==> src/rtl/uart_apb_tx_feeder.sv <==
// APB master feeding bytes from a valid/ready stream into the APB UART.
// After reset it programs BAUDDIV and CTRL. Then, for each byte, it polls STAT until TX is not full and writes DATA.
module uart_apb_tx_feeder #(
   parameter logic [19:0] BAUDDIV_INIT = 20'd16,
   parameter logic [6:0]  CTRL_INIT    = 7'h01,
   parameter logic [15:0] POLL_MAX     = 16'd1023
) (
   input  logic        PCLK,
   input  logic        PRESET,
   input  logic        s_valid,
   input  logic [7:0]  s_data,
   output logic        s_ready,
   output logic        PSEL,
   output logic [9:0]  PADDR,
   output logic        PENABLE,
   output logic        PWRITE,
   output logic [31:0] PWDATA,
   input  logic [31:0] PRDATA,
   input  logic        PREADY,
   output logic        init_done,
   output logic        tx_drop
);

   // state       | meaning
   // BAUD_SETUP  | SETUP phase of the BAUDDIV write
   // BAUD_ACCESS | ACCESS phase of the BAUDDIV write, waiting on PREADY
   // CTRL_SETUP  | SETUP phase of the CTRL write
   // CTRL_ACCESS | ACCESS phase of the CTRL write, waiting on PREADY
   // IDLE        | bus idle, s_ready high, waiting for a byte
   // POLL_SETUP  | SETUP phase of a STAT read
   // POLL_ACCESS | ACCESS phase of a STAT read, branches on TX full
   // WR_SETUP    | SETUP phase of the DATA write
   // WR_ACCESS   | ACCESS phase of the DATA write, waiting on PREADY
   typedef enum logic [3:0] {
      BAUD_SETUP,
      BAUD_ACCESS,
      CTRL_SETUP,
      CTRL_ACCESS,
      IDLE,
      POLL_SETUP,
      POLL_ACCESS,
      WR_SETUP,
      WR_ACCESS
   } state_t;

   localparam logic [9:0]  ADDR_DATA = 10'd0;
   localparam logic [9:0]  ADDR_STAT = 10'd1;
   localparam logic [9:0]  ADDR_CTRL = 10'd2;
   localparam logic [9:0]  ADDR_BAUD = 10'd4;
   localparam logic [15:0] POLL_LAST = POLL_MAX - 16'd1;

   state_t      r_state;
   state_t      w_state_nxt;
   logic [7:0]  r_byte;
   logic [15:0] r_poll_cnt;
   logic        r_init_done;
   logic        r_tx_drop;

   logic        w_psel;
   logic        w_penable;
   logic        w_pwrite;
   logic [9:0]  w_paddr;
   logic [31:0] w_pwdata;
   logic        w_accept;
   logic        w_poll_inc;
   logic        w_drop;
   logic        w_init_fin;
   logic        w_stat_full;
   logic        w_unused_prdata;

   assign w_stat_full     = PRDATA[0];
   assign w_unused_prdata = ^PRDATA[31:1];

   always_ff @(posedge PCLK or posedge PRESET) begin
      if (PRESET) begin
         r_state <= BAUD_SETUP;
      end else begin
         r_state <= w_state_nxt;
      end
   end

   // SETUP/ACCESS pairs decode the same address and data, so they stay stable
   // for the whole transfer however long PREADY is held low.
   always_comb begin
      w_state_nxt = r_state;
      w_psel      = 1'b0;
      w_penable   = 1'b0;
      w_pwrite    = 1'b0;
      w_paddr     = 10'd0;
      w_pwdata    = 32'd0;
      w_accept    = 1'b0;
      w_poll_inc  = 1'b0;
      w_drop      = 1'b0;
      w_init_fin  = 1'b0;
      case (r_state)
         BAUD_SETUP, BAUD_ACCESS: begin
            w_psel    = 1'b1;
            w_penable = (r_state == BAUD_ACCESS);
            w_pwrite  = 1'b1;
            w_paddr   = ADDR_BAUD;
            w_pwdata  = {12'd0, BAUDDIV_INIT};
            if (r_state == BAUD_SETUP) begin
               w_state_nxt = BAUD_ACCESS;
            end else if (PREADY) begin
               w_state_nxt = CTRL_SETUP;
            end
         end
         CTRL_SETUP, CTRL_ACCESS: begin
            w_psel    = 1'b1;
            w_penable = (r_state == CTRL_ACCESS);
            w_pwrite  = 1'b1;
            w_paddr   = ADDR_CTRL;
            w_pwdata  = {25'd0, CTRL_INIT};
            if (r_state == CTRL_SETUP) begin
               w_state_nxt = CTRL_ACCESS;
            end else if (PREADY) begin
               w_init_fin  = 1'b1;
               w_state_nxt = IDLE;
            end
         end
         IDLE: begin
            if (s_valid) begin
               w_accept    = 1'b1;
               w_state_nxt = POLL_SETUP;
            end
         end
         POLL_SETUP, POLL_ACCESS: begin
            w_psel    = 1'b1;
            w_penable = (r_state == POLL_ACCESS);
            w_paddr   = ADDR_STAT;
            if (r_state == POLL_SETUP) begin
               w_state_nxt = POLL_ACCESS;
            end else if (PREADY) begin
               if (!w_stat_full) begin
                  w_state_nxt = WR_SETUP;
               end else if (r_poll_cnt < POLL_LAST) begin
                  w_poll_inc  = 1'b1;
                  w_state_nxt = POLL_SETUP;
               end else begin
                  w_drop      = 1'b1;
                  w_state_nxt = IDLE;
               end
            end
         end
         WR_SETUP, WR_ACCESS: begin
            w_psel    = 1'b1;
            w_penable = (r_state == WR_ACCESS);
            w_pwrite  = 1'b1;
            w_paddr   = ADDR_DATA;
            w_pwdata  = {24'd0, r_byte};
            if (r_state == WR_SETUP) begin
               w_state_nxt = WR_ACCESS;
            end else if (PREADY) begin
               w_state_nxt = IDLE;
            end
         end
         default: begin
            w_state_nxt = BAUD_SETUP;
         end
      endcase
   end

   always_ff @(posedge PCLK or posedge PRESET) begin
      if (PRESET) begin
         r_byte      <= 8'd0;
         r_poll_cnt  <= 16'd0;
         r_init_done <= 1'b0;
         r_tx_drop   <= 1'b0;
      end else begin
         r_tx_drop <= w_drop;
         if (w_init_fin) begin
            r_init_done <= 1'b1;
         end
         if (w_accept) begin
            r_byte     <= s_data;
            r_poll_cnt <= 16'd0;
         end else if (w_poll_inc) begin
            r_poll_cnt <= r_poll_cnt + 16'd1;
         end
      end
   end

   // The state resets to BAUD_SETUP, which decodes as an active SETUP.
   // Gating with PRESET keeps the bus quiet while reset is held.
   assign PSEL      = w_psel & ~PRESET;
   assign PENABLE   = w_penable & ~PRESET;
   assign PWRITE    = w_pwrite & ~PRESET;
   assign PADDR     = PRESET ? 10'd0 : w_paddr;
   assign PWDATA    = PRESET ? 32'd0 : w_pwdata;
   assign s_ready   = (r_state == IDLE);
   assign init_done = r_init_done;
   assign tx_drop   = r_tx_drop;

endmodule

==> config.mk <==
export PLATFORM = sky130hd
export DESIGN_NAME = uart_apb_tx_feeder
export DESIGN_NICKNAME = d
export VERILOG_FILES = /design/src/rtl/uart_apb_tx_feeder.sv
export SDC_FILE = /design/constraint.sdc
export NUM_CORES = 1
export LEC_CHECK = 0
export CORE_ASPECT_RATIO = 0.75
export CORE_UTILIZATION = 40
export CTS_CLUSTER_SIZE = 40
export DETAILED_ROUTE_END_ITERATION = 10
export PLACE_DENSITY = 0.8
export RECOVER_POWER = 25
export SLEW_MARGIN = 20
export SYNTH_ARGS = -nofsm -noshare
export SYNTH_HDL_FRONTEND = slang
export SYNTH_SLANG_ARGS = --single-unit
==> constraint.sdc <==
create_clock -name PCLK -period 1.8 [get_ports PCLK]
set_input_delay 0.54 -clock PCLK [delete_from_list [all_inputs] [get_ports PCLK]]
set_output_delay 0.54 -clock PCLK [all_outputs]
set_load 0.01 [all_outputs]
# Word level (Yosys, flattened, before mapping)
# Index checks and enable logic that the tools add are counted.
[word_totals]
inputBits = 44
out_inout_bits = 48
register_bits = 30
[op_classes]
n_eq_ne = 11
reduce_logical = 9
bitwise_logic = 4
muxes = 35
n_lt_le_gt_ge = 1
n_addsub = 1
[ops]
columns = ["operator", "count"]
rows = [
  ["$mux 16", 2],
  ["$mux 32", 1],
  ["$mux 4", 8],
  ["$pmux 8 s3", 1],
  ["$pmux 4 s5", 1],
  ["$mux 1", 18],
  ["$add 16x1->16 const B", 1],
  ["$eq 4x3->1 const B", 4],
  ["$lt 16x10->1 const B", 1],
  ["$mux 10", 1],
  ["$pmux 3 s3", 1],
  ["$eq 4x2->1 const B", 2],
  ["$reduce_or 2->1", 4],
  ["$reduce_or 8->1", 1],
  ["$ne 3x3->1 const B", 2],
  ["$reduce_or 6->1", 1],
  ["$eq 4x1->1 const B", 1],
  ["$eq 4x4->1 const B", 1],
  ["$logic_not 4->1", 1],
  ["$pmux 1 s4", 1],
  ["$and 1x1->1", 3],
  ["$reduce_and 3->1", 1],
  ["$mux 2", 1],
  ["$ne 2x2->1 const B", 1],
  ["other kinds (2)", 2],
]

# Logic depth before layout (Yosys ltp)
# Gate-level depths: netlist of run 1.
[logic_depth]
depth_word = 8
ltp_mapped = 6
mapped_depth_nobuf = 5

# Worst setup path before layout of run 1
# No wires, ideal clock.
[synth_path]
kind = "flip-flop to output port"
from = "reg r_state[2]"
to = "out PWDATA[4]"
path_buffers = 1
required_ps = 1260
path_slack_ps = -48
path_stages_with_launch = 4
arrival_ps = 1308
path_cell_list = "dfrtp_1 buf_1 nor4_1 a21o_1"
[synth_between]
elab_chain_len = 4
elab_cells_between_ends = 11
[synth_rtl]
columns = ["element", "line_no", "rtl"]
rows = [
  ["from (decl)", "52", "state_t r_state;"],
  ["from (signal assigned)", "78", "r_state <= w_state_nxt;"],
  ["$eq 4x4->1 (tied with other cells)", "95", "case (r_state)"],
  ["$reduce_or 2->1", "95", ""],
  ["$pmux 8 s3 *", "95", ""],
  ["$mux 32 *", "189", "assign PWDATA = PRESET ? 32'd0 : w_pwdata;"],
  ["to (decl)", "17", "output logic [31:0] PWDATA,"],
]
# Every way passes the cells marked *; elsewhere a longest branch is shown, timed or not.

# Worst setup path in the final report of run 1
[layout_path]
from = "reg r_state[0]"
to = "out PWDATA[5]"
# Same word-level chain as after synthesis.

==> results.json, run 1 <==
{
  "io_buffers": 29,
  "worstMarginPinSlew_ns": 0.7481,
  "synth-warning-count": 0,
  "arrival_ns": 1.57,
  "pin_count": 92,
  "dieArea_um2": 4905,
  "holdBufCountCts": 0,
  "synthCells": 209,
  "wl_per_cell_um": 12.98,
  "htree_levels": 2,
  "viasPerCell": 4.768,
  "fin_crit_sh_pct": 117.2,
  "antennaDiodeCount": 0,
  "fin_crit_ns": 2.110,
  "die_y_um": 60.91,
  "grt_overflow": 0,
  "antenna_left": 0,
  "nets": 307,
  "chipWidth_um": 80.54,
  "power_leakage_nw": 1.216,
  "path_max_fanout": 8,
  "synth_top_flop_cell": "dfrtp_1",
  "num-fill-cells": 394,
  "async_flop_share_pct": 100.0,
  "clock_latency_ns": 0.28,
  "fin_ws_ns": -0.3098,
  "netlist_top_cells_count": "nand2_1 (32), buf_4 (31), dfrtp_1 (30), nor2_1 (23), xnor2_1 (9)",
  "finalPower_w": 0.003023,
  "rsz0062_at_grt": "true",
  "hp-class": "register to register",
  "first_iter_violations": 64,
  "drt_wl_total_um": 4142,
  "grt_pass1_vias": 1413,
  "slew_violations": 0,
  "cts_root_buf": "clkbuf_8",
  "skew_ns": 0.002918,
  "drc_errors": 0,
  "synth_top_area_cell": "dfrtp_1",
  "syn_to_final_growth_pct": 37.86,
  "numCtsBuffers": 5,
  "ff2ff_setup_slack_ns": -0.21,
  "crit_required_ns": 1.26,
  "dr.pass1.iters": 4,
  "relSlewSlack_pct": 50.13,
  "fmax_ghz": 0.4740,
  "dp.cells": 304,
  "antenna_found_initial": 0,
  "syn_area_um2": 1851,
  "grt_max_degree": 31,
  "worst_setup_path_start_kind": "register",
  "synth.most_common_cell": "nand2_1",
  "grt_pass1_wl_um": 6693,
  "final_cells": 319,
  "powerDensity_nw_per_um2": 1185,
  "drv_cap": 0,
  "hpwl_um": 2676,
  "ys_seq_area_share_pct": 40.57,
  "violations": "negative setup slack",
  "synth_cell_types": 40,
  "synth_top_area_share_pct": 40.57,
  "synth.area.top_cells": "dfrtp_1 (41%), buf_4 (13%), nand2_1 (6.5%)",
  "cts.sinks": 30,
  "fp-row-count": 21,
  "setup_viol": 25,
  "synth.ff_latch_count": 30,
  "ir_drop_uv": 685.8,
  "clk_pin_slew_worst_paths_ns": 0.06,
  "crit_type": "register to output port",
  "synth-edff-count": 0,
  "dr_total_vias": 1521,
  "grt_use_total_pct": 18.72,
  "status": "finished, violations left",
  "core_um2": 4441,
  "avgSynthCellArea_um2": 8.854,
  "gp_congestion": 0.8640,
  "drive_gt1_share_pct": 30.15,
  "start_util_pct": 41.67,
  "cts_buffer_depth": 2,
  "hold_viol_final": 0,
  "tritoncts": "yes",
  "cp-end-kind": "output port"
}
registers in the layout (all words and copies together), names as in the netlist:
name,cells
r_byte,8
r_state,4
tx_drop,1
init_done,1
r_poll_cnt,16
timing repair:
| item | CTS | global route |
|---|---|---|
| endpoints found under the hold margin | 0 | 0 |
| setup buffers | 6 | 1 |
| endpoints found under the setup margin | 23 | 27 |
| pin swaps | 16 | 10 |
| resized for setup | 88 | 17 |
| cloned | 0 | 1 |
power by group:
part	internal, W	switching [W]	leakage [nW]
combinational	0.000696	0.000687	0.764
clock	0.000442	0.000247	0.0573
sequential	0.000827	0.000123	0.395
stage by stage:
step | util [%] | setup slack [ns] | cell area [um^2] | hold slack (ns) | TNS [ns]
3_3_place_gp | 50.46 | -0.7544 | 2241 | 0.4437 | -12.65
4_1_cts | 55.42 | -0.3644 | 2461 | 0.4645 | -4.875
6_report | 57.45 | -0.3098 | 2551 | 0.4541 | -4.823
3_5_place_dp | 50.46 | -0.7932 | 2241 | 0.4495 | -13.13
5_1_grt | 57.45 | -0.3891 | 2551 | 0.4950 | -6.818
2_1_floorplan | - | 0.004320 | 1974 | 0.4374 | 0
layout make-up:
class / count / area [um^2] / share of cell area (%)
Inverter: 4 / 15.01 / 0.5885
Clock buffer: 6 / 82.58 / 3.237
Timing Repair Buffer: 56 / 508.0 / 19.91
Tap cell: 57 / 71.32 / 2.795
Clock inverter: 1 / 30.03 / 1.177
Multi-Input combinational cell: 165 / 1091 / 42.77
Sequential cell: 30 / 753.2 / 29.52
placed cells by master, fill, tap and decap left out, drive strengths merged, types with 2 or more instances in the layout:
| cell type | count |
|---|---|
| nor2 | 23 |
| o21ai | 8 |
| a21o | 3 |
| and4 | 3 |
| nand2b | 2 |
| nor3 | 6 |
| clkbuf | 8 |
| nor2b | 6 |
| dfrtp | 30 |
| nand2 | 32 |
| buf | 40 |
| clkdlybuf4s50 | 13 |
| and2 | 8 |
| conb | 31 |
| nand3 | 6 |
| nand3b | 2 |
| a21oi | 4 |
| xnor2 | 9 |
| and3 | 2 |
| inv | 4 |
| nor4 | 5 |
| mux2i | 2 |
kinds of logic (layout without fill, tap and decap cells):
family	after synthesis	count (layout)	synth area share, %
xor+xnor	9	9	4.260
simple gates	101	101	30.43
fa+ha+maj	1	1	0.6760
mux	2	2	1.082
flops	30	30	40.57
other cells	1	31	0.2026
compound gates	21	21	7.100
buf+inv	44	67	15.69
worst paths after layout:
check,startpoint,to,depth (start not counted)
min in group asynchronous,PRESET,r_poll_cnt[13],4
setup / recovery,r_state[0],PWDATA[5],6
hold reg to reg,init_done,init_done,1
setup reg to reg,r_state[0],r_poll_cnt[8],9
hold / removal,init_done,init_done,1
max in group asynchronous,PRESET,r_state[1],4
layer usage:
layer  share of wire [%]  vias to the layer above  track usage, %
met5                   0                        -               0
met4                0.97                        0           6.888
met3                 5.2                        2           4.060
met2                  49                       39           30.39
met1                  44                      746           25.00
li1                    -                      734               -
worst max-delay path, stage by stage, from the launching register on:
cell and delay (ns):
dfrtp_2 0.44, nor2_4 0.12, nand3b_1 0.12, a21oi_2 0.22, buf_6 0.15, and2_1 0.11, buf_2 0.12
Note: power is estimated with default switching activity, not from simulation.
==> inputs of run 2 (changes only) <==
--- a/config.mk
+++ b/config.mk
@@ -5,7 +5,6 @@
 export SDC_FILE = /design/constraint.sdc
 export NUM_CORES = 1
 export LEC_CHECK = 0
-export CORE_ASPECT_RATIO = 0.75
 export CORE_UTILIZATION = 40
 export CTS_CLUSTER_SIZE = 40
 export DETAILED_ROUTE_END_ITERATION = 10
==> constraint.sdc (replaced) <==
create_clock -name PCLK -period 1.8 [get_ports PCLK]
set_input_delay 0.27 -clock PCLK [delete_from_list [all_inputs] [get_ports PCLK]]
set_output_delay 0.27 -clock PCLK [all_outputs]
set_load 0.01 [all_outputs]
==> run 2 against run 1 <==
The flow still finishes with violations (negative setup slack). Register-to-register slack improved by 0.19 ns. Flip-flop and latch count did not move. Final area rose by 3.7%. Cell count rose by 2.8%. Utilization rose by 2.5 points. Sequential share of layout area fell by 1.1 points. First-iteration DRC count rose by 81%. Maximum frequency rose by 6.6%. Combinational power rose by 3%. Worst hold slack improved by 0.017 ns. Via count rose by 8.1%.
==> results.json, run 2 (synthesis gave the netlist of run 1 again) <==
{
  "cts_buffer_depth": 2,
  "grt_pass1_wl_um": 7686,
  "hold_path_depth": 2,
  "whs_ns": 0.4712,
  "dieArea_um2": 4902,
  "rr_worst_depth": 7,
  "viasPerCell": 5.012,
  "regMostFlops": "r_poll_cnt",
  "ir_drop_uv": 635.8,
  "first_iter_violations": 116,
  "crit_type": "register to output port",
  "fin_ws_ns": -0.1799,
  "cp_cell_sequence": "nor2b_4 > nand3_2 > a21oi_2 > buf_6 > buf_6 > and2_4 > buf_6",
  "gp_congestion": 0.8356,
  "hp-class": "register to register",
  "largest_reg_flops": 16,
  "final_common_cell": "nand2_1",
  "core_um2": 4414,
  "hold_end": "r_byte[2]",
  "setup_viol": 15,
  "power_leakage_nw": 1.267,
  "antennaDiodeCount": 0,
  "cts_root_buf": "clkbuf_8",
  "worst_setup_path_start_kind": "register",
  "drc_errors": 0,
  "drt_wl_total_um": 4701,
  "io_buffers": 29,
  "crit_slowest_cell": "dfrtp_2",
  "tritoncts": "yes",
  "powerDensity_nw_per_um2": 1137,
  "clock_latency_ns": 0.29,
  "die_y_um": 70.02,
  "r2r-end": "r_poll_cnt[5]",
  "syn_to_final_growth_pct": 42.93,
  "worstHoldStart": "r_byte[2]",
  "clk_pin_slew_worst_paths_ns": 0.07,
  "cts.sinks": 30,
  "nets": 320,
  "finalPower_w": 0.003008,
  "r2r-start": "r_state[0]",
  "final.setup.tns_ns": -1.280,
  "fmax_ghz": 0.5051,
  "skew_ns": 0.01083,
  "violations": "negative setup slack",
  "arrival_ns": 1.71,
  "antenna_found_initial": 0,
  "drv_cap": 0,
  "holdBufCountCts": 0,
  "reg_top3": "r_poll_cnt: 16 flops, r_byte: 8 flops, r_state: 4 flops",
  "rsz0062_at_grt": "true",
  "grt_max_degree": 26,
  "htree_levels": 2,
  "status": "finished, violations left",
  "critPathMaxStageDelay_ns": 0.45,
  "dr_total_vias": 1644,
  "numCtsBuffers": 5,
  "antenna_left": 0,
  "start_util_pct": 41.92,
  "cp-end-kind": "output port",
  "worst_path_most_repeated_cell": "buf_6",
  "worstMarginPinSlew_ns": 0.5905,
  "grt_pass1_vias": 1634,
  "fin_crit_sh_pct": 110.0,
  "ff2ff_setup_slack_ns": -0.02,
  "slew_violations": 0,
  "path_max_fanout": 5,
  "fin_crit_ns": 1.980,
  "crit_required_ns": 1.53,
  "chipWidth_um": 70.02,
  "hold_viol_final": 0,
  "grt_use_total_pct": 20.38,
  "pin_count": 92,
  "final_cell_mix": "nand2_1 (32), conb_1 (31), dfrtp_1 (29)",
  "fp-row-count": 24,
  "wl_per_cell_um": 14.33,
  "dr.pass1.iters": 4,
  "relSlewSlack_pct": 60.63,
  "grt_overflow": 0,
  "hpwl_um": 2858,
  "drive_gt1_share_pct": 34.78
}
-- run 2: changes by cell type in the layout (fill, tap and decap cells not counted), sizes merged --
cell,change
buf,+12
bufinv,-1
clkbuf,+2
clkdlybuf4s15,+1
dlygate4sd2,-1
dlygate4sd3,+1
-- run 2: final cells by class --
cell class / instances / area, um^2
Clock buffer: 8 / 110.1
Tap cell: 52 / 65.06
Sequential cell: 30 / 752.0
Inverter: 4 / 15.01
Multi-Input combinational cell: 165 / 1097
Fill cell: 361 / 1769
Timing Repair Buffer: 69 / 605.6
-- run 2: worst max-delay path by stage --
| stage | startpoint | end | slack [ns] | depth (start not counted) |
|---|---|---|---|---|
| floorplan | r_state[2] | PWDATA[4] | 0.22 | 3 |
| global placement | PRESET | PWDATA[0] | -0.30 | 6 |
| detailed placement | PRESET | PWDATA[4] | -0.35 | 6 |
| CTS | r_state[3] | PWDATA[5] | -0.15 | 7 |
| global route | r_state[3] | PWDATA[5] | -0.24 | 7 |
| finish | r_state[3] | PWDATA[5] | -0.18 | 7 |
-- run 2: critical path: cells and delay by family, from the launching register on --
family	cells	cell delay, ns
AO/OA/AOI/OAI	1	0.25
buffers and inverters	3	0.34
flip-flops	1	0.45
AND/OR/NAND/NOR	3	0.39
-- run 2: stage by stage --
stage	util, %	instances	area, um^2	setup slack, ns
after global placement	51.28	306	2263	-0.2989
after floorplan	-	239	1963	0.2222
after detailed placement	51.28	306	2263	-0.3487
after global routing	59.92	328	2645	-0.2413
final	59.92	328	2645	-0.1799
after CTS	58.79	327	2595	-0.1454
-- run 2: power by group --
group,switching (W),internal [W],leakage (nW)
registers,0.000114,0.000824,0.395
clock network,0.000260,0.000386,0.0575
logic,0.000703,0.000722,0.814
-- run 2: timing repair --
item | CTS | global route
hold endpoints to repair | 0 | 0
pin swaps | 21 | 10
cloned | 0 | 0
endpoints found under the setup margin | 21 | 27
gates resized for setup | 92 | 22
setup buffers | 14 | 2
-- run 2: metal layers --
layer	wire length (um)	vias up	track usage, %
met1	1840	790	24.35
met3	274	18	3.896
met5	0	-	0
li1	-	759	-
met4	184	0	15.11
met2	2402	77	32.48
==> inputs of run 3 (changes only) <==
--- a/config.mk
+++ b/config.mk
@@ -5,10 +5,11 @@
 export SDC_FILE = /design/constraint.sdc
 export NUM_CORES = 1
 export LEC_CHECK = 0
-export CORE_UTILIZATION = 40
+export CORE_UTILIZATION = 41
+export CTS_BUF_LIST = sky130_fd_sc_hd__clkbuf_2 sky130_fd_sc_hd__clkbuf_4 sky130_fd_sc_hd__clkbuf_8
 export CTS_CLUSTER_SIZE = 40
 export DETAILED_ROUTE_END_ITERATION = 10
-export PLACE_DENSITY = 0.8
+export DONT_BUFFER_PORTS = 1
 export RECOVER_POWER = 25
 export SLEW_MARGIN = 20
 export SYNTH_ARGS = -nofsm -noshare
==> run 3 against run 2 <==
The run now ends clean. Global-route usage fell by 5.0 points. Combinational power shrank 27%. Largest power group unchanged. Maximum frequency is 12% higher. Sequential share of layout area grew 7.2 points. Critical endpoint is now PWDATA[2].
==> results.json, run 3 (synthesis gave the netlist of run 1 again) <==
{
  "critPathTopFamily": "simple AND/OR/NAND/NOR gates",
  "num-fill-cells": 415,
  "crit_type": "register to output port",
  "worst_setup_path_start_kind": "register",
  "cts.sinks": 30,
  "grt_use_total_pct": 15.36,
  "hp-class": "primary input to register",
  "clock_latency_ns": 0.28,
  "gp_congestion": 0.7600,
  "first_iter_violations": 54,
  "fp-row-count": 24,
  "postPlaceCellArea_um2": 1883,
  "fmax_ghz": 0.5632,
  "ir_drop_uv": 663.3,
  "finalPower_w": 0.002547,
  "drive_gt1_share_pct": 23.14,
  "dr.pass1.iters": 4,
  "reg_top3": "r_poll_cnt: 16 flops, r_byte: 8 flops, r_state: 4 flops",
  "setup_viol": 0,
  "relSlewSlack_pct": 64.69,
  "regMostFlops": "r_poll_cnt",
  "hpwl_um": 2322,
  "path_buf_inv": 1,
  "final_cell_mix": "nand2_1 (32), conb_1 (31), dfrtp_1 (28)",
  "dr_total_vias": 1370,
  "chipWidth_um": 69.18,
  "cts_root_buf": "clkbuf_8",
  "fin_crit_sh_pct": 98.64,
  "slew_violations": 0,
  "hold_path_depth": 2,
  "crit_required_ns": 1.53,
  "drt_wl_total_um": 3407,
  "hold_viol_final": 0,
  "worstMarginPinSlew_ns": 0.5297,
  "cp_cell_sequence": "nor2_1 > nand3b_1 > a21oi_2 > buf_4 > and2_4",
  "grt_max_degree": 25,
  "crit_slowest_cell": "dfrtp_2",
  "cts_buffer_depth": 2,
  "syn_to_final_growth_pct": 14.20,
  "skew_ns": 0.004502,
  "powerDensity_nw_per_um2": 1205,
  "fin_crit_ns": 1.775,
  "whs_ns": 0.08986,
  "final_common_cell": "nand2_1",
  "start_util_pct": 42.50,
  "antenna_found_initial": 0,
  "largest_reg_flops": 16,
  "hold_end": "r_byte[3]",
  "pin_count": 92,
  "ff2ff_setup_slack_ns": 0.12,
  "rsz0062_at_grt": "true",
  "io_buffers": 0,
  "htree_levels": 2,
  "grt_overflow": 0,
  "final.setup.tns_ns": 0,
  "arrival_ns": 1.51,
  "core_um2": 4354,
  "grt_pass1_wl_um": 5830,
  "nets": 273,
  "clk_pin_slew_worst_paths_ns": 0.07,
  "antennaDiodeCount": 0,
  "path_max_fanout": 5,
  "cp-end-kind": "output port",
  "drc_errors": 0,
  "dieArea_um2": 4786,
  "fin_area_um2": 2113,
  "wl_per_cell_um": 12.12,
  "r2r-start": "r_state[3]",
  "viasPerCell": 4.875,
  "worstHoldStart": "s_data[3]",
  "numCtsBuffers": 5,
  "die_y_um": 69.18,
  "rr_worst_depth": 7,
  "power_leakage_nw": 1.024,
  "r2r-end": "r_poll_cnt[8]",
  "status": "finished clean",
  "grt_pass1_vias": 1244,
  "drv_cap": 0,
  "tritoncts": "yes",
  "critPathMaxStageDelay_ns": 0.45,
  "antenna_left": 0
}
## run 3: cell types whose count changed in the layout (fill, tap and decap cells not counted), sizes merged
cell           change
clkdlybuf4s50     -13
buf               -32
clkinvlp           +1
clkinv             +1
clkbuf             -3
clkdlybuf4s15      -1
## run 3: per-stage QoR
stage	worst slack (ns)	std cells	utilization, %
after floorplan	0.2222	239	-
after global placement	0.1375	265	43.25
after detailed placement	0.1251	265	43.25
after CTS	0.002826	279	47.53
after global routing	-0.02634	281	48.53
final	0.02456	281	48.53
## run 3: layout make-up
class | count | area [um^2] | area share (%)
multi-input cells | 165 | 983.4 | 46.54
clock buffers | 6 | 82.58 | 3.908
repair buffers | 22 | 201.4 | 9.532
clock inverters | 2 | 12.51 | 0.5921
flip-flops and latches | 30 | 753.2 | 35.64
inverters | 4 | 15.01 | 0.7105
well taps | 52 | 65.06 | 3.079
## run 3: layer usage
layer	part of all wire, %	vias to the layer above	GRT usage (%)
li1	-	663	-
met1	48	657	20.17
met2	46	43	23.62
met3	4.2	7	3.779
met4	1.9	0	7.483
met5	0	-	0
## run 3: repair_timing
action,in CTS,in global routing
hold endpoints to repair,8,0
resized for setup,16,7
pin swaps,4,8
hold buffers,1,0
setup buffers,4,2
setup endpoints to repair,10,13
cloned,1,0
## run 3: power breakdown
part	leakage, nW	switching (W)	internal (W)	total [W]
Clock	0.0472	0.000255	0.000307	0.000562
Combinational	0.582	0.000535	0.000497	0.00103
Sequential	0.395	0.000127	0.000827	0.000954
## run 3: worst max path at each step
stage | startpoint | endpoint | slack (ns) | cells past startpoint
CTS | r_state[0] | PSEL | 0.003 | 4
finish | r_state[0] | PWDATA[2] | 0.02 | 5
detailed placement | r_poll_cnt[10] | r_poll_cnt[8] | 0.13 | 6
floorplan | r_state[2] | PWDATA[4] | 0.22 | 3
global placement | r_poll_cnt[10] | r_poll_cnt[5] | 0.14 | 6
global route | r_state[0] | PSEL | -0.03 | 4
